===== src/rtl/prog_loader_pkg.sv =====
// Shared constants for the program loader and the fetch stage: widths,
// frame marker and loader state encoding.
package prog_loader_pkg;

  localparam int unsigned PL_ADDR_W    = 8;
  localparam int unsigned PL_DATA_W    = 15;
  localparam int unsigned BYTE_W       = 8;
  localparam int unsigned STATE_W      = 3;
  localparam logic [7:0]  PL_SYNC_BYTE = 8'hA5;

  typedef logic [STATE_W-1:0] state_t;

  localparam state_t S_SYNC  = 3'd0;
  localparam state_t S_COUNT = 3'd1;
  localparam state_t S_HI    = 3'd2;
  localparam state_t S_LO    = 3'd3;
  localparam state_t S_WR    = 3'd4;
  localparam state_t S_CSUM  = 3'd5;
  localparam state_t S_DONE  = 3'd6;
  localparam state_t S_ERR   = 3'd7;

  // COUNT byte 0 encodes 256 words; the 8-bit wrap of n - 1 covers that case.
  function automatic logic is_last_word(input logic [BYTE_W-1:0] word_cnt,
                                        input logic [BYTE_W-1:0] n_words);
    return word_cnt == (n_words - BYTE_W'(1));
  endfunction

endpackage


===== src/rtl/prog_loader_csum.sv =====
// loader_csum: 8-bit XOR accumulator with synchronous clear and enable.
module loader_csum
  import prog_loader_pkg::*;
(
  input  logic              clk,
  input  logic              reset,
  input  logic              clr_i,
  input  logic              en_i,
  input  logic [BYTE_W-1:0] data_i,
  output logic [BYTE_W-1:0] csum_o
);

  logic [BYTE_W-1:0] csum_q;

  always_ff @(posedge clk) begin
    if (reset) begin
      csum_q <= '0;
    end else if (clr_i) begin
      csum_q <= '0;
    end else if (en_i) begin
      csum_q <= csum_q ^ data_i;
    end
  end

  assign csum_o = csum_q;

endmodule


===== src/rtl/prog_loader.sv =====
// Byte-stream program loader: assembles framed words into instruction RAM
// and holds the CPU in reset until a checksum-verified image is present.
module prog_loader
  import prog_loader_pkg::*;
#(
  parameter int unsigned ADDR_W    = PL_ADDR_W,
  parameter int unsigned DATA_W    = PL_DATA_W,
  parameter logic [7:0]  SYNC_BYTE = PL_SYNC_BYTE
) (
  input  logic              clk,
  input  logic              reset,
  input  logic [7:0]        in_data,
  input  logic              in_valid,
  output logic              in_ready,
  output logic              mem_we,
  output logic [ADDR_W-1:0] mem_addr,
  output logic [DATA_W-1:0] mem_wdata,
  output logic              cpu_hold,
  output logic              done,
  output logic              error
);

  state_t              state_q, state_d;
  logic [BYTE_W-1:0]   count_q, count_d;
  logic [BYTE_W-1:0]   wcnt_q, wcnt_d;
  logic [6:0]          hi_q, hi_d;
  logic [ADDR_W-1:0]   addr_q, addr_d;
  logic [DATA_W-1:0]   wdata_q, wdata_d;
  logic                in_ready_q, in_ready_d;
  logic                mem_we_q, mem_we_d;
  logic                cpu_hold_q, cpu_hold_d;
  logic                done_q, done_d;
  logic                error_q, error_d;
  logic                accept;
  logic                csum_clr, csum_en;
  logic [BYTE_W-1:0]   csum;

  loader_csum u_csum (
    .clk    (clk),
    .reset  (reset),
    .clr_i  (csum_clr),
    .en_i   (csum_en),
    .data_i (in_data),
    .csum_o (csum)
  );

  // in_ready_q always mirrors the decode of state_q, so it doubles as the accept qualifier.
  assign accept = in_valid && in_ready_q;

  // Next-state and datapath updates.
  always_comb begin
    state_d  = state_q;
    count_d  = count_q;
    wcnt_d   = wcnt_q;
    hi_d     = hi_q;
    addr_d   = addr_q;
    wdata_d  = wdata_q;
    csum_clr = 1'b0;
    csum_en  = 1'b0;

    case (state_q)
      S_SYNC: begin
        if (accept && (in_data == SYNC_BYTE)) state_d = S_COUNT;
      end
      S_COUNT: begin
        if (accept) begin
          count_d  = in_data;
          wcnt_d   = '0;
          addr_d   = '0;
          csum_clr = 1'b1;
          state_d  = S_HI;
        end
      end
      S_HI: begin
        if (accept) begin
          if (in_data[7]) begin
            state_d = S_ERR;
          end else begin
            hi_d    = in_data[6:0];
            csum_en = 1'b1;
            state_d = S_LO;
          end
        end
      end
      S_LO: begin
        if (accept) begin
          csum_en = 1'b1;
          wdata_d = DATA_W'({hi_q, in_data});
          state_d = S_WR;
        end
      end
      S_WR: begin
        addr_d  = addr_q + ADDR_W'(1);
        wcnt_d  = wcnt_q + BYTE_W'(1);
        state_d = is_last_word(wcnt_q, count_q) ? S_CSUM : S_HI;
      end
      S_CSUM: begin
        if (accept) state_d = (in_data == csum) ? S_DONE : S_ERR;
      end
      S_DONE: begin
        if (accept && (in_data == SYNC_BYTE)) state_d = S_COUNT;
      end
      S_ERR: begin
        state_d = S_ERR;
      end
      default: begin
        state_d = S_SYNC;
      end
    endcase

    // Status outputs are registered from the next state so they track state_q.
    in_ready_d = (state_d != S_WR) && (state_d != S_ERR);
    mem_we_d   = (state_d == S_WR);
    cpu_hold_d = (state_d != S_DONE);
    done_d     = (state_d == S_DONE);
    error_d    = (state_d == S_ERR);
  end

  always_ff @(posedge clk) begin
    if (reset) begin
      state_q    <= S_SYNC;
      count_q    <= '0;
      wcnt_q     <= '0;
      hi_q       <= '0;
      addr_q     <= '0;
      wdata_q    <= '0;
      in_ready_q <= 1'b1;
      mem_we_q   <= 1'b0;
      cpu_hold_q <= 1'b1;
      done_q     <= 1'b0;
      error_q    <= 1'b0;
    end else begin
      state_q    <= state_d;
      count_q    <= count_d;
      wcnt_q     <= wcnt_d;
      hi_q       <= hi_d;
      addr_q     <= addr_d;
      wdata_q    <= wdata_d;
      in_ready_q <= in_ready_d;
      mem_we_q   <= mem_we_d;
      cpu_hold_q <= cpu_hold_d;
      done_q     <= done_d;
      error_q    <= error_d;
    end
  end

  assign in_ready  = in_ready_q;
  assign mem_we    = mem_we_q;
  assign mem_addr  = addr_q;
  assign mem_wdata = wdata_q;
  assign cpu_hold  = cpu_hold_q;
  assign done      = done_q;
  assign error     = error_q;

endmodule


===== config.mk =====
export PLATFORM = sky130hd
export DESIGN_NAME = prog_loader
export DESIGN_NICKNAME = d
export VERILOG_FILES = /design/src/rtl/prog_loader_pkg.sv /design/src/rtl/prog_loader_csum.sv /design/src/rtl/prog_loader.sv
export SDC_FILE = /design/constraint.sdc
export NUM_CORES = 1
export LEC_CHECK = 0
export CAP_MARGIN = 25
export CORE_MARGIN = 2
export CORE_UTILIZATION = 30
export DETAILED_ROUTE_END_ITERATION = 16
export GPL_ROUTABILITY_DRIVEN = 0
export GPL_TIMING_DRIVEN = 0
export PLACE_DENSITY = 0.48
export RECOVER_POWER = 25
export SLEW_MARGIN = 0
export SYNTH_ARGS = -nofsm -noshare
export SYNTH_HDL_FRONTEND = slang
export SYNTH_SLANG_ARGS = --single-unit
export TNS_END_PERCENT = 5

===== constraint.sdc =====
create_clock -name clk -period 2.7 [get_ports clk]
set_clock_uncertainty 0.05 [all_clocks]
set_input_delay 0.27 -clock clk [delete_from_list [all_inputs] [get_ports clk]]
set_output_delay 0.27 -clock clk [all_outputs]
set_load 0.05 [all_outputs]

==> flow_summary.yaml <==
critical_path:
  worstPathArrival_ns: 2.70
  reg2reg_slack_ns: 0.16
  crit_type: "flip-flop to flip-flop"
  r2r_end: "cpu_hold"
  cp-end-kind: "flip-flop"
  worst_setup_path_start_kind: "flip-flop"
  required_ns: 2.86
  ff2ff_path_depth: 10
  worst-path-max-fanout: 5
  r2r_start: "count_q[0]"
final_layout:
  syn_to_final_growth_pct: 26.5
  drive_above_1_share_pct: 7.92
  antenna_cells: 0
  final_core_util_pct: 38.8
  final_area_sq_um: 3570
  fillers: 980
  nets: 413
place:
  hpwlAfterDp_microns: 5100
  portBuffers: 37
  place_area_sq_um: 3330
timing:
  setup_viol: 0
  setup_tns_ns: 0
  rsz0062_at_grt: "false"
  timing.fmax_mhz: 394
  period_needed_ns: 2.54
  tightestPinTransition_ns: 0.989
  slew_headroom_pct: 33.7
  fin_crit_sh_pct: 94.1
  whs_ns: 0.279
  hold_viol_final: 0
  drv_slew: 0
floorplan:
  ios: 39
  die-area_sq_um: 10200
  coreArea_sq_um: 9200
  die_h_microns: 101
  dieWidth_microns: 101
  rows: 35
  start_util_pct: 30.7
power_and_ir_drop:
  clock_power_share_pct: 48.0
  ir_worst_vdd_uv: 246
  combinationalPowerShare_pct: 4.0
  internal_power_w: 0.00147
  power.switching_w: 0.000445
  power_leakage_nw: 1.34
  seq_power_share_pct: 48.0
  p_per_area_nw_per_um2: 535
  swShare_pct: 23.3
routing:
  drtIter0Drc: 78
  ant_nets: 0
  vias: 2515
  drc: 0
  post_drt_wl_per_cell_microns: 13.7
  first_pass_iters: 5
  via_per_inst: 4.88
  finalWirelength_microns: 7060
run_status:
  status: "completed"
logic_synthesis:
  ys_seq_area_share_pct: 44.0
  avgSynthCellArea_sq_um: 8.09
  synthArstFlopShare_pct: 0
  synthFlopType: "dfxtp_1"
  ys_types: 41
  synth_warnings: 0
  syn-instance-count: 349
  ys_seq_elements: 62
  synth-edff-count: 0
  syn_nets: 363
  syn_area_sq_um: 2820
worst_hold_path:
  hold_depth: 3
  hold_path_class: "input pin to flip-flop"
  holdPathEnd: "count_q[7]"
  hold_start: "in_data[7]"
grt:
  grt_max_degree: 13
  antenna_found_initial: 0
  grt_pass1_vias: 2409
  track_usage_pct: 14.8
  grt_pass1_wl_microns: 11900
  gr-total-overflow: 0
cts:
  max-clock-path-buffers: 2
  clock_latency_ns: 0.34
  htreeDepth: 3
  clkTransAtPathRegs_ns: 0.08
  root_buffer: "clkbuf_8"
  cts_made_buffers: 9
  numClockSinks: 62
  tritoncts: "done"
  cts_hold_buf: 0
flow_run:
  maxCapViolCount: 0
-- worst max-delay path, cell delays in order (launching register included) --
cell     delay (ns)
dfxtp_2        0.37
inv_1          0.05
ha_1           0.25
nor2b_1        0.15
or3_1          0.34
a31o_1         0.25
nor4_4         0.36
nand2_1        0.10
a211o_1        0.32
inv_1          0.11
nand3_1        0.07
-- cell families (layout without fill, tap and decap cells) --
family / count (synthesis) / after routing / synth area share (%)
simple gates: 157 / 157 / 25.4
compound gates: 63 / 63 / 12.9
flops: 62 / 62 / 44.0
xor+xnor: 28 / 28 / 8.69
buf+inv: 26 / 81 / 4.08
mux: 10 / 10 / 3.59
fa+ha+maj: 3 / 3 / 1.33
-- power groups by stage --
stage	clock, W	sequential [W]	combinational (W)
2_1_floorplan	0	0.000939	0.0000383
3_3_place_gp	0	0.000938	0.0000779
3_5_place_dp	0	0.000938	0.0000778
4_1_cts	0.000934	0.000917	0.0000781
5_1_grt	0.000976	0.000917	0.0000849
6_report	0.000917	0.000917	0.0000773
-- cell usage in the layout, fill, tap and decap left out, types with 2 or more instances in the layout --
cell | netlist | layout
nand3_1 | 18 | 18
buf_4 | 0 | 2
clkdlybuf4s50_1 | 0 | 15
dlygate4sd3_1 | 0 | 22
clkbuf_1 | 16 | 16
mux2i_1 | 9 | 9
xor2_1 | 12 | 12
a21oi_1 | 41 | 41
o21ai_0 | 5 | 5
dfxtp_1 | 62 | 61
xnor2_1 | 16 | 16
clkbuf_8 | 1 | 10
and3_1 | 2 | 2
nor2b_1 | 2 | 2
clkinvlp_4 | 0 | 2
o21a_1 | 3 | 3
a211oi_1 | 6 | 6
nand4b_1 | 2 | 2
ha_1 | 3 | 3
inv_1 | 7 | 7
nor4_1 | 2 | 2
nand2_1 | 63 | 63
nor3_1 | 7 | 7
a31oi_1 | 2 | 2
or2_2 | 3 | 3
bufinv_16 | 0 | 2
or3_1 | 2 | 2
o221ai_1 | 2 | 2
nor2_1 | 46 | 46
-- worst max path at each step --
stage	startpoint	end	slack [ns]	cells past startpoint
5_1_grt	count_q[1]	mem_we	0.04	9
3_5_place_dp	in_data[1]	in_ready	-0.10	8
6_report	count_q[0]	cpu_hold	0.16	10
4_1_cts	count_q[0]	mem_we	0.08	9
3_3_place_gp	in_data[1]	in_ready	-0.11	8
2_1_floorplan	count_q[0]	cpu_hold	0.34	10
-- cell type report --
type / count / area, sq um / area share, %
Inverter: 7 / 26.3 / 0.736
Timing Repair Buffer: 39 / 385 / 10.8
Buffer: 19 / 88.8 / 2.49
Clock inverter: 7 / 97.6 / 2.73
Tap cell: 111 / 139 / 3.89
Sequential cell: 62 / 1240 / 34.8
Clock buffer: 9 / 124 / 3.47
Multi-Input combinational cell: 261 / 1470 / 41.1
-- synth_stat cells (2+ instances only) --
library cell	number	area [sq um]
a211oi_1	6	45.0
a21oi_1	41	205
a31oi_1	2	12.5
and3_1	2	12.5
clkbuf_1	16	60.1
dfxtp_1	62	1240
ha_1	3	37.5
inv_1	7	26.3
mux2i_1	9	90.1
nand2_1	63	236
nand3_1	18	90.1
nand4b_1	2	17.5
nor2_1	46	173
nor2b_1	2	12.5
nor3_1	7	35.0
nor4_1	2	12.5
o21a_1	3	22.5
o21ai_0	5	25.0
o221ai_1	2	17.5
or2_2	3	18.8
or3_1	2	12.5
xnor2_1	16	140
xor2_1	12	105
-- sequential cells by signal (all words and copies together), names as in the netlist --
name / cells
u_csum.csum_o: 8
wcnt_q: 8
mem_wdata: 15
error: 1
count_q: 8
state_q: 3
cpu_hold: 1
in_ready: 1
done: 1
hi_q: 7
mem_addr: 8
mem_we: 1
-- timing repair --
| item | CTS | global route |
|---|---|---|
| endpoints found under the hold margin | 0 | 0 |
| endpoints found under the setup margin | 0 | 6 |
| setup buffers | 0 | 2 |
| gates resized for setup | 0 | 1 |
-- through the flow --
step                total power [W]  worst slack, ns  std cells
floorplan                  0.000977            0.344        349
global placement            0.00102           -0.111        497
detailed placement          0.00102           -0.101        497
CTS                         0.00193           0.0817        513
global route                0.00198           0.0398        515
finish                      0.00191            0.160        515
-- layer usage --
layer	wire length, microns	share of wire (%)	track usage, %
met3	256	3.6	2.50
met5	0	0	0
met1	3620	51	20.3
met2	3040	43	23.1
met4	150	2.1	5.93
(Power assumes the default switching activity.)
